`config.mk`:
```
export PLATFORM = sky130hd
export DESIGN_NAME = int_gen
export DESIGN_NICKNAME = d
export VERILOG_FILES = /design/src/rtl/int_gen.sv
export SDC_FILE = /design/constraint.sdc
export NUM_CORES = 1
export LEC_CHECK = 0
export ABC_AREA = 1
export BUFFER_PORTS_ARGS = -buffer_cell sky130_fd_sc_hd__clkbuf_2
export CELL_PAD_IN_SITES_DETAIL_PLACEMENT = 0
export CELL_PAD_IN_SITES_GLOBAL_PLACEMENT = 1
export CORE_ASPECT_RATIO = 1.25
export CORE_MARGIN = 5
export CORE_UTILIZATION = 47
export CTS_CLUSTER_DIAMETER = 60
export DETAILED_ROUTE_END_ITERATION = 6
export PLACE_DENSITY = 0.95
export SETUP_SLACK_MARGIN = 0.15
export SYNTH_ARGS = -nofsm -noshare
export SYNTH_HDL_FRONTEND = slang
export SYNTH_SLANG_ARGS = --single-unit
```
`constraint.sdc`:
```
create_clock -name clk -period 3.15 [get_ports clk]
set_input_delay 0.63 -clock clk [delete_from_list [all_inputs] [get_ports clk]]
set_output_delay 0.63 -clock clk [all_outputs]
set_load 0.05 [all_outputs]
```
`src/rtl/int_gen.sv`:
```
// int_gen: external-interrupt generator for the system-level CPU bench.
// A small FIFO holds trigger entries. Each entry is a word PC plus a delay.
// When the head PC matches the CPU macroscopic PC, the delay runs down and
// then `interrupt` is held until the CPU handler writes the acknowledge address.
module int_gen #(
   parameter int unsigned DEPTH    = 4,
   parameter logic [31:0] INT_ADDR = 32'h0000_7F20,
   parameter int unsigned DLY_W    = 16,
   parameter int unsigned MAX_WAIT = 1000
) (
   input  logic                       clk,
   input  logic                       reset,
   input  logic                       load_en,
   input  logic [31:0]                load_pc,
   input  logic [DLY_W-1:0]           load_delay,
   output logic                       load_ready,
   input  logic [31:0]                macroscopic_pc,
   input  logic [31:0]                m_int_addr,
   input  logic [3:0]                 m_int_byteen,
   output logic                       interrupt,
   output logic [$clog2(DEPTH+1)-1:0] pending_cnt,
   output logic [15:0]                ack_cnt,
   output logic                       overflow,
   output logic                       spurious_ack,
   output logic                       timeout
);

   localparam int unsigned PTR_W  = (DEPTH > 1) ? $clog2(DEPTH) : 1;
   localparam int unsigned CNT_W  = $clog2(DEPTH + 1);
   localparam int unsigned WAIT_W = $clog2(MAX_WAIT + 1);

   localparam logic [CNT_W-1:0]  FULL_CNT  = CNT_W'(DEPTH);
   localparam logic [WAIT_W-1:0] WAIT_LAST = WAIT_W'(MAX_WAIT - 1);
   localparam logic [WAIT_W-1:0] WAIT_MAX  = WAIT_W'(MAX_WAIT);

   typedef enum logic [1:0] {
      S_IDLE,
      S_ARM,
      S_DELAY,
      S_ASSERT
   } state_t;

   state_t            state;
   state_t            state_nxt;

   logic [29:0]       fifo_pc  [DEPTH];
   logic [DLY_W-1:0]  fifo_dly [DEPTH];
   logic [PTR_W-1:0]  wr_ptr;
   logic [PTR_W-1:0]  rd_ptr;
   logic [CNT_W-1:0]  cnt_nxt;

   logic [DLY_W-1:0]  dly_cnt;
   logic [DLY_W-1:0]  dly_nxt;
   logic [WAIT_W-1:0] wait_cnt;

   logic              ack;
   logic              push;
   logic              pop;
   logic              pc_match;
   logic [DLY_W-1:0]  head_dly;

   // Acknowledge decode, head-entry view and FIFO handshakes.
   always_comb begin
      ack        = (m_int_byteen != 4'b0000) && (m_int_addr[31:2] == INT_ADDR[31:2]);
      load_ready = (pending_cnt != FULL_CNT);
      push       = load_en && load_ready;
      pop        = ack && (state == S_ASSERT);
      pc_match   = (macroscopic_pc[31:2] == fifo_pc[rd_ptr]);
      head_dly   = fifo_dly[rd_ptr];
   end

   // Occupancy after this edge; push and pop together cancel.
   always_comb begin
      cnt_nxt = pending_cnt;
      if (push && !pop) begin
         cnt_nxt = pending_cnt + CNT_W'(1);
      end else if (pop && !push) begin
         cnt_nxt = pending_cnt - CNT_W'(1);
      end
   end

   // Next-state logic for the trigger sequencer.
   always_comb begin
      state_nxt = state;
      dly_nxt   = dly_cnt;
      case (state)
         S_IDLE: begin
            if (pending_cnt != '0) begin
               state_nxt = S_ARM;
            end
         end
         S_ARM: begin
            if (pc_match) begin
               if (head_dly == '0) begin
                  state_nxt = S_ASSERT;
               end else begin
                  state_nxt = S_DELAY;
                  dly_nxt   = head_dly;
               end
            end
         end
         S_DELAY: begin
            dly_nxt = dly_cnt - DLY_W'(1);
            if (dly_cnt == DLY_W'(1)) begin
               state_nxt = S_ASSERT;
            end
         end
         S_ASSERT: begin
            if (ack) begin
               state_nxt = (cnt_nxt != '0) ? S_ARM : S_IDLE;
            end
         end
         default: begin
            state_nxt = S_IDLE;
         end
      endcase
   end

   // Sequencer state, delay counter and the registered interrupt line.
   always_ff @(posedge clk or negedge reset) begin
      if (!reset) begin
         state     <= S_IDLE;
         dly_cnt   <= '0;
         interrupt <= 1'b0;
      end else begin
         state     <= state_nxt;
         dly_cnt   <= dly_nxt;
         interrupt <= (state_nxt == S_ASSERT);
      end
   end

   // Trigger FIFO storage, pointers and occupancy.
   always_ff @(posedge clk or negedge reset) begin
      if (!reset) begin
         for (int unsigned i = 0; i < DEPTH; i++) begin
            fifo_pc[i]  <= '0;
            fifo_dly[i] <= '0;
         end
         wr_ptr      <= '0;
         rd_ptr      <= '0;
         pending_cnt <= '0;
      end else begin
         if (push) begin
            fifo_pc[wr_ptr]  <= load_pc[31:2];
            fifo_dly[wr_ptr] <= load_delay;
            wr_ptr           <= wr_ptr + PTR_W'(1);
         end
         if (pop) begin
            rd_ptr <= rd_ptr + PTR_W'(1);
         end
         pending_cnt <= cnt_nxt;
      end
   end

   // Wait-for-acknowledge counter; timeout fires on the edge wait reaches MAX_WAIT.
   always_ff @(posedge clk or negedge reset) begin
      if (!reset) begin
         wait_cnt <= '0;
         timeout  <= 1'b0;
      end else if ((state == S_ASSERT) && !ack) begin
         if (wait_cnt != WAIT_MAX) begin
            wait_cnt <= wait_cnt + WAIT_W'(1);
         end
         if (wait_cnt >= WAIT_LAST) begin
            timeout <= 1'b1;
         end
      end else begin
         wait_cnt <= '0;
      end
   end

   // Acknowledge counter and sticky error flags.
   always_ff @(posedge clk or negedge reset) begin
      if (!reset) begin
         ack_cnt      <= '0;
         overflow     <= 1'b0;
         spurious_ack <= 1'b0;
      end else begin
         if (pop && (ack_cnt != '1)) begin
            ack_cnt <= ack_cnt + 16'd1;
         end
         if (load_en && !load_ready) begin
            overflow <= 1'b1;
         end
         if (ack && (state != S_ASSERT)) begin
            spurious_ack <= 1'b1;
         end
      end
   end

endmodule

```
==> results of run 1 <==
per-stage QoR:
stage               hold slack (ps)  instances  utilization (%)  setup WS [ps]  instance area, um2
floorplan                       334       1572                -            636               12000
global placement                452       1995             51.8            505               13100
detailed placement              454       1995             51.8            514               13100
CTS                             155       2039             55.0            491               13900
global route                    181       2039             55.0            219               13900
finish                          119       2039             55.0            476               13900
state kept, by name (all words and copies together), names as in the netlist, 2 cells and up:
signal and flops:
rd_ptr 2, pending_cnt 3, fifo_pc 120, wr_ptr 2
fifo_dly 64, dly_cnt 16, wait_cnt 10, ack_cnt 16
state 2
worst min-delay path by stage:
stage / start / slack, ps / to
3_3_place_gp: overflow / 450 / overflow
3_5_place_dp: timeout / 450 / timeout
4_1_cts: reset / 160 / fifo_dly[35]
6_report: reset / 120 / fifo_dly[35]
2_1_floorplan: reset / 330 / ack_cnt[0]
5_1_grt: reset / 180 / fifo_dly[35]
logic make-up (layout without fill, tap and decap cells):
logic type | Yosys count | after routing | share of synthesized area (%)
AOI/OAI and AO/OA | 230 | 230 | 10.1
xor gates and xnor gates | 28 | 28 | 2.04
adders and majority gates | 12 | 12 | 1.25
buffers and inverters | 202 | 334 | 7.05
DFF | 239 | 239 | 49.8
and+or+nand+nor | 861 | 861 | 29.9
critical path, cell delays in order (launching register included):
cell	delay [ps]
dfrtp_2	380
buf_4	470
nand3_1	180
nand2_1	90
nand2_1	50
nand2_1	50
nand2_1	70
nor2_1	140
nand2_1	100
nor2_1	240
nand4_2	380
o21ai_0	350
a21oi_2	40
Yosys cell counts (2+ instances only):
| library cell | n |
|---|---|
| nand4_1 | 20 |
| nor4_1 | 6 |
| and2_1 | 2 |
| nand3_1 | 139 |
| xnor2_1 | 5 |
| buf_6 | 6 |
| nor3_1 | 17 |
| nand3b_1 | 15 |
| nand2_1 | 569 |
| o21ai_1 | 3 |
| o211ai_1 | 5 |
| a21oi_1 | 16 |
| buf_4 | 6 |
| nor2_1 | 84 |
| dfrtp_1 | 239 |
| inv_2 | 2 |
| ha_1 | 12 |
| clkbuf_1 | 34 |
| buf_2 | 17 |
| o21ai_0 | 194 |
| a21oi_2 | 3 |
| a31o_2 | 2 |
| nor3b_1 | 2 |
| o221ai_1 | 4 |
| or2_2 | 3 |
| xor2_1 | 23 |
| buf_1 | 9 |
| inv_1 | 127 |
cells in the final DEF, fill, tap and decap left out, types with 15 or more instances in the layout:
master	instances
a21oi_1	16
buf_4	17
clkbuf_16	25
clkbuf_2	135
dfrtp_1	237
inv_1	127
nand2_1	565
nand3_1	139
nand3b_1	15
nand4_1	20
nor2_1	84
nor3_1	17
o21ai_0	194
xor2_1	23
metal layers:
layer,part of all wire (%),vias to the layer above
li1,-,5283
met1,43,4831
met2,51,180
met3,4.0,43
met4,2.3,0
met5,0,-
final cells by class:
type | count | area, um2 | area share (%)
sequential | 239 | 5980 | 43.2
multi-input combinational | 1131 | 5200 | 37.5
timing repair buffer | 160 | 958 | 6.91
clock buffer | 38 | 754 | 5.44
inverter | 130 | 488 | 3.52
tap | 335 | 419 | 3.02
clock inverter | 6 | 58.8 | 0.424
power breakdown:
part           internal, mW  leakage [nW]  total [mW]  switching [mW]
Combinational          1.09          3.56        2.83            1.74
Sequential             4.19          2.97        4.77           0.574
Clock                  1.72         0.406        2.89            1.16
Total                  7.01          6.93        10.5            3.48
==> flow_metrics.py, run 1 <==
metrics = {
    "floorplan": {
        "rows": 65,
        "die_h_um": 189,
        "core-area_mm2": 0.0252,
        "die_w_um": 153,
        "initial_core_util_pct": 47.7,
        "dieArea_mm2": 0.0289,
        "io_pins": 143,
    },
    "setup_path": {
        "path_max_fanout": 35,
        "r2r_cells": 12,
        "crit_path_end_kind": "flip-flop",
        "worstReg2RegEnd": "dly_cnt[1]",
        "crit_required_ps": 3540,
        "reg2reg_from": "rd_ptr[1]",
        "cp_data_arrival_time_ps": 3070,
        "startpoint": "rd_ptr[1]",
        "path_class": "reg2reg",
        "crit_end": "dly_cnt[1]",
        "r2r_slack_ps": 480,
        "startpoint_type": "flip-flop",
    },
    "logic_synthesis": {
        "synth-seq-cells": 239,
        "yosysSeqAreaShare_pct": 49.8,
        "syn_area_mm2": 0.0120,
        "syn-num-nets": 1703,
        "syn_area_per_cell_um2": 7.65,
        "synthFlopType": "dfrtp_1",
        "synthCells": 1572,
        "ys_types": 36,
        "synth_edf_count": 0,
        "synth.top_cell.area_share_pct": 49.8,
        "yosys_warnings": 0,
        "yosysTopAreaCell": "dfrtp_1",
        "async_flop_share_pct": 100,
        "synth.area.top_cells": "dfrtp_1, nand2_1, o21ai_0, nand3_1, inv_1",
    },
    "place": {
        "portBuffers": 136,
        "gp_congestion": 0.856,
        "dp_hpwl_mm": 19.3,
    },
    "drt": {
        "drcViolationCount": 1,
        "drtAntennaViolNets": 0,
        "vias_per_cell": 5.07,
        "dr.pass1.iters": 7,
        "routed_wl_mm": 29.1,
        "wl_per_cell_um": 14.3,
        "drt_iter0_markers": 607,
        "dr_total_vias": 10300,
    },
    "clocking": {
        "cts_setup_buffers": 0,
        "cts_tree": "built",
        "cts-htree-levels": 1,
        "cts_buffer_depth": 3,
        "holdBufCountCts": 0,
        "clock_latency_ps": 520,
        "clk_pin_slew_worst_paths_ps": 60,
        "cts_resized": 0,
        "clock-root-buffer": "clkbuf_16",
        "numCtsBuffers": 25,
        "cts.sinks": 239,
    },
    "pwr": {
        "p_per_area_mw_per_mm2": 756,
        "power_mw": 10.5,
        "vdd_ir_drop_max_v": 0.000513,
        "p_leak_nw": 6.93,
    },
    "status": {
        "failed_checks": "design-rule violations",
        "status": "finished with violations",
    },
    "sta": {
        "relSlewSlack_pct": 49.2,
        "grt_setup_unrepaired": "false",
        "period_minus_slack_ps": 2670,
        "hold_viol": 0,
        "period_share_pct": 84.9,
        "fin_skew_ps": 12.3,
        "worst_slew_pin_slew_ps": 759,
        "max_freq_ghz": 0.374,
        "setup_viol": 0,
        "fin_setup_tns_ps": 0,
        "maxSlewViolCount": 0,
    },
    "grt": {
        "grt_max_degree": 93,
        "met2_usage_pct": 35.7,
        "grt_pass1_vias": 10000,
        "grt.overflow.total": 0,
        "met1_usage_pct": 25.2,
        "antenna_found_initial": 0,
        "busiest_layer": "met2",
        "grt_use_met3_pct": 2.66,
        "grt_first_pass_wirelength_mm": 48.8,
        "grt_usage_pct": 19.9,
    },
    "final_layout": {
        "diodes": 0,
        "nets": 1818,
        "syn2layout_area_growth_pct": 15.3,
        "layout-drive-gt1-share_pct": 12.9,
        "nFillCells": 2443,
    },
    "run": {
        "drv_cap": 0,
    },
    "hold_path": {
        "hp-class": "in2async",
    },
}
No activity file was read; power rests on OpenSTA's default activity.
==> run 2, diff against run 1 <==
CORE_UTILIZATION = 43   (was 47)
PLACE_DENSITY = 0.9   (was 0.95)
clock period = 2.8 ns   (was 3.15 ns; I/O delays follow)
==> run 2 against run 1 <==
Net effect:
- the flow now finishes without violations
- fmax is 9.3% higher
- clock skew grew 12 ps
- sequential cell count unchanged
- critical endpoint is now dly_cnt[0]
- highest routed layer unchanged
==> flow_metrics.py, run 2 (synthesized netlist as in run 1, its figures left out) <==
metrics = {
    "pwr": {
        "p_leak_nw": 6.97,
        "vdd_ir_drop_max_v": 0.000404,
        "power_mw": 11.8,
        "p_per_area_mw_per_mm2": 842,
    },
    "clocking": {
        "cts_buffer_depth": 3,
        "cts-htree-levels": 1,
        "cts.sinks": 239,
        "clock-root-buffer": "clkbuf_16",
        "cts_tree": "built",
        "clock_latency_ps": 530,
        "numCtsBuffers": 25,
        "clk_pin_slew_worst_paths_ps": 60,
        "holdBufCountCts": 0,
        "cts_setup_buffers": 0,
        "cts_resized": 0,
    },
    "place": {
        "pre_cts_ws_ps": 277,
        "portBuffers": 136,
        "gp_congestion": 0.833,
        "dp.cells": 2008,
        "placed_area_mm2": 0.0131,
        "dp_hpwl_mm": 19.6,
    },
    "setup_path": {
        "path_max_fanout": 33,
        "r2r_slack_ps": 350,
        "startpoint_type": "flip-flop",
        "path_cells": "inv_2 -> buf_12 -> nand2_1 -> nand3_1 -> nand2_1 -> nand2_1 -> nand2_1 -> a21oi_1 -> nand3_1 -> nor2_4 -> nand2_1 -> nand2_2 -> nand2_4 -> a21oi_1 -> a21oi_2",
        "worstReg2RegEnd": "dly_cnt[0]",
        "cp_common_cell": "nand2_1",
        "crit_buf_inv": 2,
        "crit_required_ps": 3210,
        "reg2reg_from": "rd_ptr[0]",
        "cp_slowest_cell": "dfrtp_2",
        "r2r_cells": 15,
        "crit_path_end_kind": "flip-flop",
        "cp_data_arrival_time_ps": 2860,
        "cp_top_family": "simple AND/OR/NAND/NOR gates",
        "path_class": "reg2reg",
        "slowest_delay_ps": 430,
    },
    "run": {
        "drv_cap": 0,
    },
    "hold_path": {
        "hp-class": "in2async",
    },
    "drt": {
        "wl_per_cell_um": 14.5,
        "vias_per_cell": 5.08,
        "drtAntennaViolNets": 0,
        "routed_wl_mm": 29.8,
        "drcViolationCount": 0,
        "drt_iter0_markers": 658,
        "dr_total_vias": 10400,
        "dr.pass1.iters": 6,
    },
    "final_layout": {
        "syn2layout_area_growth_pct": 16.3,
        "final_cell_area_mm2": 0.0140,
        "diodes": 0,
        "layout_common_cells": "nand2_1, dfrtp_1, o21ai_0, nand3_1, clkbuf_2",
        "largestRegisters": "fifo_pc x120, fifo_dly x64",
        "final_common_cell": "nand2_1",
        "fin_util_pct": 50.7,
        "multi_input_area_mm2": 0.00522,
        "stdcell_count": 2051,
        "seqCellArea_mm2": 0.00598,
        "nets": 1817,
        "layout-drive-gt1-share_pct": 12.9,
        "nFillCells": 2735,
        "largest_reg_flops": 120,
        "regMostFlops": "fifo_pc",
    },
    "floorplan": {
        "initial_core_util_pct": 43.6,
        "core-area_mm2": 0.0276,
        "die_h_um": 197,
        "io_pins": 143,
        "dieArea_mm2": 0.0314,
        "die_w_um": 160,
        "rows": 68,
    },
    "grt": {
        "grt_first_pass_wirelength_mm": 49.7,
        "antenna_found_initial": 0,
        "grt_max_degree": 93,
        "grt_pass1_vias": 10200,
        "grt_usage_pct": 18.7,
        "grt.overflow.total": 0,
    },
    "sta": {
        "fin_hold_ws_ps": 19.0,
        "relSlewSlack_pct": 55.3,
        "setup_slack_ps": 353,
        "setup_viol": 0,
        "max_freq_ghz": 0.409,
        "fin_skew_ps": 24.1,
        "hold_viol": 0,
        "grt_setup_unrepaired": "false",
        "fin_setup_tns_ps": 0,
        "maxSlewViolCount": 0,
        "worst_slew_pin_slew_ps": 671,
        "period_minus_slack_ps": 2450,
        "period_share_pct": 87.4,
    },
    "status": {
        "status": "complete, no violations",
    },
}
run 2: cell types whose count changed in the layout (fill, tap and decap cells not counted), sizes merged:
cell	change
clkinv	-3
buf	-2
clkinvlp	+2
bufinv	-1
clkbuf	+1
run 2: worst max path at each step:
stage | slack (ps) | end | cells after the start | from
2_1_floorplan | 290 | interrupt | 14 | pending_cnt[0]
3_3_place_gp | 290 | dly_cnt[7] | 15 | rd_ptr[0]
3_5_place_dp | 280 | dly_cnt[7] | 15 | rd_ptr[0]
4_1_cts | 250 | dly_cnt[12] | 15 | rd_ptr[0]
5_1_grt | 150 | dly_cnt[0] | 15 | rd_ptr[0]
6_report | 350 | dly_cnt[0] | 15 | rd_ptr[0]
run 2: where the power goes:
group / leakage, nW / total (mW) / internal (mW) / switching (mW)
Combinational: 3.60 / 3.16 / 1.22 / 1.94
Clock: 0.398 / 3.24 / 1.92 / 1.32
Sequential: 2.97 / 5.37 / 4.72 / 0.648
Total: 6.97 / 11.8 / 7.86 / 3.91
run 2: cell type report:
class                           count  share of cell area (%)
Clock buffer                       38                    5.61
Clock inverter                      4                   0.206
Inverter                          130                    3.49
Multi-Input combinational cell   1131                    37.3
Sequential cell                   239                    42.8
Tap cell                          350                    3.13
Timing Repair Buffer              159                    7.40
run 2: layer usage:
layer	vias up	GRT usage, %	wire length [um]
li1	5281	-	-
met1	4902	23.6	12800
met2	199	33.7	15100
met3	38	2.32	1220
met4	0	5.31	667
met5	-	0	0
